`config.mk`:
```
export PLATFORM = sky130hd
export DESIGN_NAME = nx_fifo_thresh
export DESIGN_NICKNAME = d
export VERILOG_FILES = /design/src/rtl/nx_fifo_thresh.sv
export SDC_FILE = /design/constraint.sdc
export NUM_CORES = 1
export LEC_CHECK = 0
export ABC_AREA = 1
export CAP_MARGIN = 30
export CELL_PAD_IN_SITES_DETAIL_PLACEMENT = 1
export CELL_PAD_IN_SITES_GLOBAL_PLACEMENT = 1
export CORE_UTILIZATION = 37
export CTS_CLUSTER_SIZE = 30
export DETAILED_ROUTE_END_ITERATION = 10
export PLACE_DENSITY = 0.81
export SYNTH_ARGS = -nofsm -noshare
export SYNTH_HDL_FRONTEND = slang
export SYNTH_SLANG_ARGS = --single-unit
export TNS_END_PERCENT = 10
```
`constraint.sdc`:
```
create_clock -name clk -period 2.7 [get_ports clk]
set_input_delay 0.27 -clock clk [delete_from_list [all_inputs] [get_ports clk]]
set_output_delay 0.27 -clock clk [all_outputs]
set_load 0.01 [all_outputs]
```
`src/rtl/nx_fifo_thresh.sv`:
```
// nx_fifo_thresh: single-clock show-ahead FIFO with occupancy/vacancy
// counters, programmable almost-full / almost-empty thresholds, registered
// overflow/underflow pulses and an optional peak-occupancy tracker.
//
// Optional feature macro: NX_FIFO_THRESH_HWM_EN
//   defined   -> high_water tracks peak used_slots since reset/clear
//   undefined -> high_water is tied to zero and no register is built
module nx_fifo_thresh #(
    parameter int DEPTH      = 4,
    parameter int WIDTH      = 1,
    parameter int AF_LEVEL   = DEPTH - 1,
    parameter int AE_LEVEL   = 1,
    parameter int DATA_RESET = 1
) (
    input  logic                         clk,
    input  logic                         rst,
    input  logic                         clear,
    input  logic                         wen,
    input  logic [WIDTH-1:0]             wdata,
    input  logic                         ren,
    output logic [WIDTH-1:0]             rdata,
    output logic                         empty,
    output logic                         full,
    output logic                         almost_full,
    output logic                         almost_empty,
    output logic [$clog2(DEPTH+1)-1:0]   used_slots,
    output logic [$clog2(DEPTH+1)-1:0]   free_slots,
    output logic                         overflow,
    output logic                         underflow,
    output logic [$clog2(DEPTH+1)-1:0]   high_water
);

    localparam int CW = $clog2(DEPTH + 1);
    localparam int PW = $clog2(DEPTH);

    localparam logic [CW-1:0] DEPTH_C = CW'(DEPTH);
    localparam logic [CW-1:0] AF_C    = CW'(AF_LEVEL);
    localparam logic [CW-1:0] AE_C    = CW'(AE_LEVEL);
    localparam logic [PW-1:0] LAST_C  = PW'(DEPTH - 1);

    logic [WIDTH-1:0] mem [DEPTH];
    logic [PW-1:0]    wptr;
    logic [PW-1:0]    rptr;
    logic [CW-1:0]    used;

    logic wr_ok;
    logic rd_ok;
    logic wr_rej;
    logic rd_rej;

    // Pointer advance with explicit wrap so non-power-of-two depths work.
    function automatic logic [PW-1:0] next_ptr(input logic [PW-1:0] p);
        if (p == LAST_C) begin
            return '0;
        end
        return p + PW'(1);
    endfunction

    // Flags come straight off the registered count.
    assign empty        = (used == '0);
    assign full         = (used == DEPTH_C);
    assign almost_full  = (used >= AF_C);
    assign almost_empty = (used <= AE_C);
    assign used_slots   = used;
    assign free_slots   = DEPTH_C - used;

    // A write into a full FIFO is dropped even if a read frees a slot in the
    // same cycle; a read from an empty FIFO never sees the same-cycle write.
    assign wr_ok  = wen & ~full;
    assign rd_ok  = ren & ~empty;
    assign wr_rej = wen & full & ~clear;
    assign rd_rej = ren & empty & ~clear;

    // Show-ahead head entry; sourced only from storage, never from wdata.
    assign rdata = empty ? '0 : mem[rptr];

    // Pointers and occupancy count; clear overrides any request.
    always_ff @(posedge clk or posedge rst) begin
        if (rst) begin
            wptr <= '0;
            rptr <= '0;
            used <= '0;
        end else if (clear) begin
            wptr <= '0;
            rptr <= '0;
            used <= '0;
        end else begin
            if (wr_ok) begin
                wptr <= next_ptr(wptr);
            end
            if (rd_ok) begin
                rptr <= next_ptr(rptr);
            end
            case ({wr_ok, rd_ok})
                2'b10:   used <= used + CW'(1);
                2'b01:   used <= used - CW'(1);
                default: used <= used;
            endcase
        end
    end

    // One-cycle error pulses for rejected requests.
    always_ff @(posedge clk or posedge rst) begin
        if (rst) begin
            overflow  <= 1'b0;
            underflow <= 1'b0;
        end else begin
            overflow  <= wr_rej;
            underflow <= rd_rej;
        end
    end

    // Storage: optionally zeroed by reset; clear leaves contents untouched.
    generate
        if (DATA_RESET != 0) begin : g_mem_rst
            // Storage write with reset-to-zero.
            always_ff @(posedge clk or posedge rst) begin
                if (rst) begin
                    for (int i = 0; i < DEPTH; i++) begin
                        mem[i] <= '0;
                    end
                end else if (wr_ok && !clear) begin
                    mem[wptr] <= wdata;
                end
            end
        end else begin : g_mem_norst
            // Storage write without reset; rst still blocks in-flight writes.
            always_ff @(posedge clk) begin
                if (!rst && wr_ok && !clear) begin
                    mem[wptr] <= wdata;
                end
            end
        end
    endgenerate

`ifdef NX_FIFO_THRESH_HWM_EN
    logic [CW-1:0] hwm;

    // Peak occupancy, sampled from the registered count each cycle.
    always_ff @(posedge clk or posedge rst) begin
        if (rst) begin
            hwm <= '0;
        end else if (clear) begin
            hwm <= '0;
        end else if (used > hwm) begin
            hwm <= used;
        end
    end

    assign high_water = hwm;
`else
    assign high_water = '0;
`endif

endmodule

```
# Yosys cells after proc, flatten, opt, wreduce, memory -nomap -nowiden
# Index checks and enable logic that the tools add are counted.
[classes]
addsub = 5
mul = 0
div_mod_pow = 0
order_cmp = 5
n_eq_ne = 5
shift = 0
n_mux = 23
bitwise_logic = 11
n_reduce_logical = 7
[ops]
columns = ["cell", "count"]
rows = [
  ["2-bit 2-to-1 mux", 8],
  ["1-bit 2-to-1 mux", 10],
  ["1-bit AND", 6],
  ["2-bit equality test, second input constant", 3],
  ["3-bit greater-or-equal comparator, second input constant", 2],
  ["2-bit NOT with 3-bit output", 2],
  ["3-bit one-hot mux with 2 select lines", 1],
  ["2-bit by 1-bit adder with 2-bit output, second input constant", 2],
  ["4-bit bitwise mux", 1],
  ["2-bit nonzero test", 2],
  ["3-bit by 1-bit adder with 3-bit output, second input constant", 1],
  ["3-bit equality test, second input constant", 1],
  ["3-bit by 2-bit greater-or-equal comparator with 1-bit output, second input constant", 1],
  ["3-bit by 1-bit <= comparator with 1-bit output, second input constant", 1],
  ["3-bit logical NOT", 1],
  ["3-bit by 1-bit < comparator with 1-bit output, second input constant", 1],
  ["3-bit 2-to-1 mux", 1],
  ["1-bit NOT", 3],
  ["3-bit nonzero test", 1],
  ["3-bit by 1-bit subtractor with 3-bit output, second input constant", 1],
  ["3-bit subtractor, first input constant", 1],
  ["1-bit binary-select mux with 2-bit select", 1],
  ["1-bit demux with 2-bit select", 1],
  ["2-bit by 1-bit equality test with 1-bit output, second input constant", 1],
  ["2 further kinds", 3],
]
[totals]
regBits = 13
latch_bits = 0
ram_bits = 0
mem_bits_ro = 0
inputBits = 6
output_inout_bits = 16
elab_cells = 65
memories = 0

# Logic depth before layout (Yosys ltp)
[depth]
depth_word = 8
mapped_depth = 10
depth_no_buf = 10

# Worst setup path after synthesis
# No wires, ideal clock.
[synth_path]
path_type = "register -> register"
from = "reg used[0] (netlist: used_slots[0])"
to = "reg used[2] (netlist: used_slots[2])"
setup_time_ps = 117
arrival_time_ps = 1485
required_time_ps = 2583
path_slack_ps = 1098
path_stages_with_launch = 10
path_buffers = 0
period_less_slack_ps = 1602
path_cell_list = "dfrtp_1 > inv_1 > ha_1 > ha_1 > nor2_4 > nand2_4 > nor2_1 > nor2_1 > nand2_1 > nand2_1"
[synth_between]
elab_chain_len = 6
word_cells_on_any_way = 13
cone_classes = "2 x add/sub; 3 x eq/ne; 2 x mux; 4 x bitwise; 2 x reduce/logical"
[synth_rtl]
columns = ["item", "line", "source"]
rows = [
  ["from (decl)", "44", "logic [CW-1:0] used;"],
  ["from (signal assigned)", "95", "2'b10: used <= used + CW'(1);"],
  ["from (signal assigned)", "96", "2'b01: used <= used - CW'(1);"],
  ["from (signal assigned)", "97", "default: used <= used;"],
  ["3-bit logical NOT *", "60", "assign empty = (used == '0);"],
  ["via empty", "22", "output logic empty,"],
  ["1-bit NOT *", "70", "assign rd_ok = ren & ~empty;"],
  ["1-bit AND *", "70", ""],
  ["2-bit by 1-bit equality test with 1-bit output or 2-bit equality test (tied branches)", "94", "case ({wr_ok, rd_ok})"],
  ["3-bit one-hot mux with 2 select lines", "94", ""],
  ["3-bit 2-to-1 mux", "83", "end else if (clear) begin"],
]
# The timed path passes the listed nets; every way through them passes the cells marked *.
# A chain may end at the register's enable or synchronous reset.

# Worst setup path after layout
[layout_path]
from = "reg used[0] (netlist: used_slots[0])"
to = "out rdata"
[layout_between]
elab_chain_len = 2
[layout_rtl]
columns = ["item", "line", "source"]
rows = [
  ["3-bit logical NOT", "60", ""],
  ["1-bit 2-to-1 mux", "75", "assign rdata = empty ? '0 : mem[rptr];"],
  ["to (decl)", "21", "output logic [WIDTH-1:0] rdata,"],
]
# No other way between the ends.

==> impl_summary.txt <==
----------------------------------------------------
[Status]
  Result of the run ... completed

[Timing]
  Worst setup skew after layout ... approximately 0.004 ns
  Worst hold slack across all endpoints ... roughly 0.3 ns
  Final worst path period share ... between 80% and 90%
  Final count of negative-setup-slack endpoints ... 0
  RSZ-0062 raised after global routing ... false
  Setup total negative slack ... 0 ns
  Final Hold Vio Count ... 0
  Time the worst path needs with I/O delays and setup ... 2.30 ns
  Worst-margin pin slew ... just over 0.5 ns
  Worst max-slew margin expressed relative to the limit ... ~66%
  Final max-slew violation count ... 0
  Fmax ... about 0.44 GHz

[CTS]
  Max Buffers Root-to-Sink ... 2
  Clock tree from TritonCTS ... done
  Post-cts resize count ... 0
  Clock Sinks ... 13
  Post-CTS setup buffer count ... 0
  Clock latency reported for the late side of the worst-skew pair ... between 0.2 and 0.3 ns
  H-Tree Depth ... 1
  Clk root buf ... clkbuf_4
  Number of buffers added to fix hold violations after cts ... 0
  Cts bufs inserted ... 3
  Clock transition time at the flip-flop clock pins of the worst setup and hold paths ... ~0.090 ns

[Setup path]
  Critical R2R Launch ... used_slots[0]$_DFFE_PP0P_
  Max incr delay on CP ... between 0.5 and 0.6 ns
  Most frequent cell on the critical path ... ha_1
  Depth of the most critical reg-to-reg path ... 9
  Type of element capturing the critical path ... primary output
  Standard cell with the maximum stage delay on the critical path ... clkdlybuf4s50_1
  Capture point of the worst reg-to-reg path ... used_slots[0]$_DFFE_PP0P_
  Register-to-register path setup slack ... ~0.98 ns
  Data arrival time of the critical path ... ~2.0 ns
  CP bufs+invs ... 2
  Type of the worst setup path ... reg -> out
  Crit start category ... register
  Critical-path maximum fanout ... 6
  Dominant delay contributor by cell family on the critical path ... buffers and inverters
  Data required time at the worst endpoint ... between 2 and 2.5 ns
  Critical-path cell list ... inv_1 > ha_1 > ha_1 > a21oi_1 > clkdlybuf4s50_1

[Drt]
  Residual antenna-violating net count after detailed routing ... 0
  Total vias in the final route ... ~750
  Total detailed-routing wirelength ... about 2100 µm
  Remaining design rule violation count ... 0
  Wire length per cell ... roughly 14 µm
  Length of the first detailed-routing pass in iterations ... 2
  Drt first-iter violations ... 5
  Number of vias per cell ... 4.80

[Cells and area]
  Final Instance Area ... 1090 µm²
  Diode insertion count for antenna repair ... 0
  Post-route insts no fill ... 156
  Proportion of layout cells with a drive suffix above 1 ... roughly an eighth
  Signed area change from the synthesized netlist to the final layout ... 25.3%
  Final cell utilization of the core ... a little under 50%
  Net count reported at finish ... roughly 150

[Global routing]
  Remaining global-route overflow ... 0
  Via count of the first global-routing pass ... 799
  Number of antenna violations at the first check in global routing ... 0
  Maximum number of pins on one net before global-route repair ... 14
  First-pass GRT wire length ... 3630 µm
  Overall track demand over capacity in global routing ... between 10% and 20%

[Synthesis]
  Post-synthesis sequential area ratio ... 37.4%
  Unique masters post-synth ... 19
  Number of instances in the synthesized netlist ... between 100 and 150
  Number of warnings printed during yosys synthesis ... 0
  Register bit total from synthesis ... 13
  Mean cell area of the mapped netlist ... slightly above 8 µm²
  Cell area after synthesis ... 871 µm²

[Place]
  Cell count after placement ... around 150
  Area after DPL ... 1060 µm²
  GP Congestion ... about 0.7
  DP Wirelength ... between 1500 and 2000 µm
  PortBufs ... 18

[Power and ir drop]
  Power Density ... 905 nW/µm²
  LEAKAGE ... between 0.5 and 0.6 nW
  Maximum vdd ir drop ... ~0.43 mV

[Floorplan]
  Starting utilization of the core area ... roughly 39%
  Die extent in x ... a little over 50 µm
  Floorplan die height ... slightly above 50 µm
  Total I/O pin count ... 22
  Area enclosed by the die boundary ... 2550 µm²
  Core area ... 2210 µm²
  Cell Rows ... 17

[Flow run]
  Total of max-cap violations ... 0

[Worst hold path]
  Path type of the worst min-delay path ... in -> async

----------------------------------------------------
==> final cells by class <==
type	instances	area, µm²
Clock buffer	3	22.5
Clock inverter	1	5.00
Fill cell	278	1120
Inverter	17	63.8
Multi-Input combinational cell	76	459
Sequential cell	13	325
Tap cell	28	35.0
Timing Repair Buffer	18	180
==> synthesized netlist by cell type <==
| library cell | number | area share, % |
|---|---|---|
| nand2_1 | 21 | 9.1 |
| dfrtp_1 | 13 | 37 |
| ha_1 | 12 | 17 |
| inv_1 | 12 | 5.2 |
| nor2_1 | 10 | 4.3 |
| o21ai_1 | 9 | 5.2 |
| inv_2 | 5 | 2.2 |
| buf_4 | 4 | 3.4 |
| nand3_1 | 4 | 2.3 |
| nand2_2 | 3 | 2.2 |
| o21ai_0 | 3 | 1.7 |
| a21oi_1 | 2 | 1.1 |
| nand4_1 | 2 | 1.4 |
| nor2_4 | 2 | 2.6 |
| nor3_1 | 2 | 1.1 |
| a21boi_0 | 1 | 0.86 |
| a21oi_2 | 1 | 1.0 |
| conb_1 | 1 | 0.43 |
| nand2_4 | 1 | 1.3 |
==> placed cells by master (no fill, tap or decap), drive strengths merged, types with 3 or more instances in the layout <==
cell type,instances
clkdlybuf4s50,18
o21ai,12
a21oi,3
inv,17
nand2,25
clkbuf,3
ha,12
dfrtp,13
nor2,12
nand3,4
conb,3
==> power by group <==
| part | leakage (nW) | internal, mW | switching (mW) | total (mW) |
|---|---|---|---|---|
| logic | 0.350 | 0.266 | 0.293 | 0.559 |
| clock network | 0.0177 | 0.0551 | 0.0751 | 0.130 |
| registers | 0.172 | 0.248 | 0.0501 | 0.298 |
| total | 0.540 | 0.569 | 0.418 | 0.987 |
==> cells by family after synthesis <==
logic type,count (synthesis),synth area share (%)
DFF,13,37.4
AOI/OAI and AO/OA,16,9.91
other,1,0.431
and+or+nand+nor,45,24.3
buffers and inverters,21,10.8
adders and majority gates,12,17.2
==> stage by stage <==
step | power (mW) | setup slack, ns
detailed placement | 0.870 | 0.722
global route | 1.08 | 0.295
global placement | 0.832 | 0.766
finish | 0.987 | 0.403
CTS | 1.00 | 0.392
floorplan | 0.615 | 1.10
==> state kept, by name, indices dropped and copies added, names as in the netlist <==
| signal | flops |
|---|---|
| mem | 4 |
| used_slots | 3 |
| rptr | 2 |
| wptr | 2 |
| overflow | 1 |
| underflow | 1 |
==> layer usage <==
layer	share of wire [%]	up-vias	wire length [µm]	global-route usage [%]
li1	-	373	-	-
met1	42	360	889	21.6
met2	55	14	1160	36.4
met3	2.5	2	52	3.64
met4	0.71	0	15	5.56
met5	0	-	0	0
==> how the worst max path moves through the flow <==
stage / startpoint / endpoint / cells after the start
floorplan: used_slots[0]$_DFFE_PP0P_ / used_slots[2]$_DFFE_PP0P_ / 9
global placement: used_slots[0]$_DFFE_PP0P_ / rdata / 5
detailed placement: used_slots[0]$_DFFE_PP0P_ / rdata / 5
CTS: used_slots[0]$_DFFE_PP0P_ / rdata / 5
global route: used_slots[0]$_DFFE_PP0P_ / rdata / 5
finish: used_slots[0]$_DFFE_PP0P_ / rdata / 5
(Power assumes the default switching activity.)
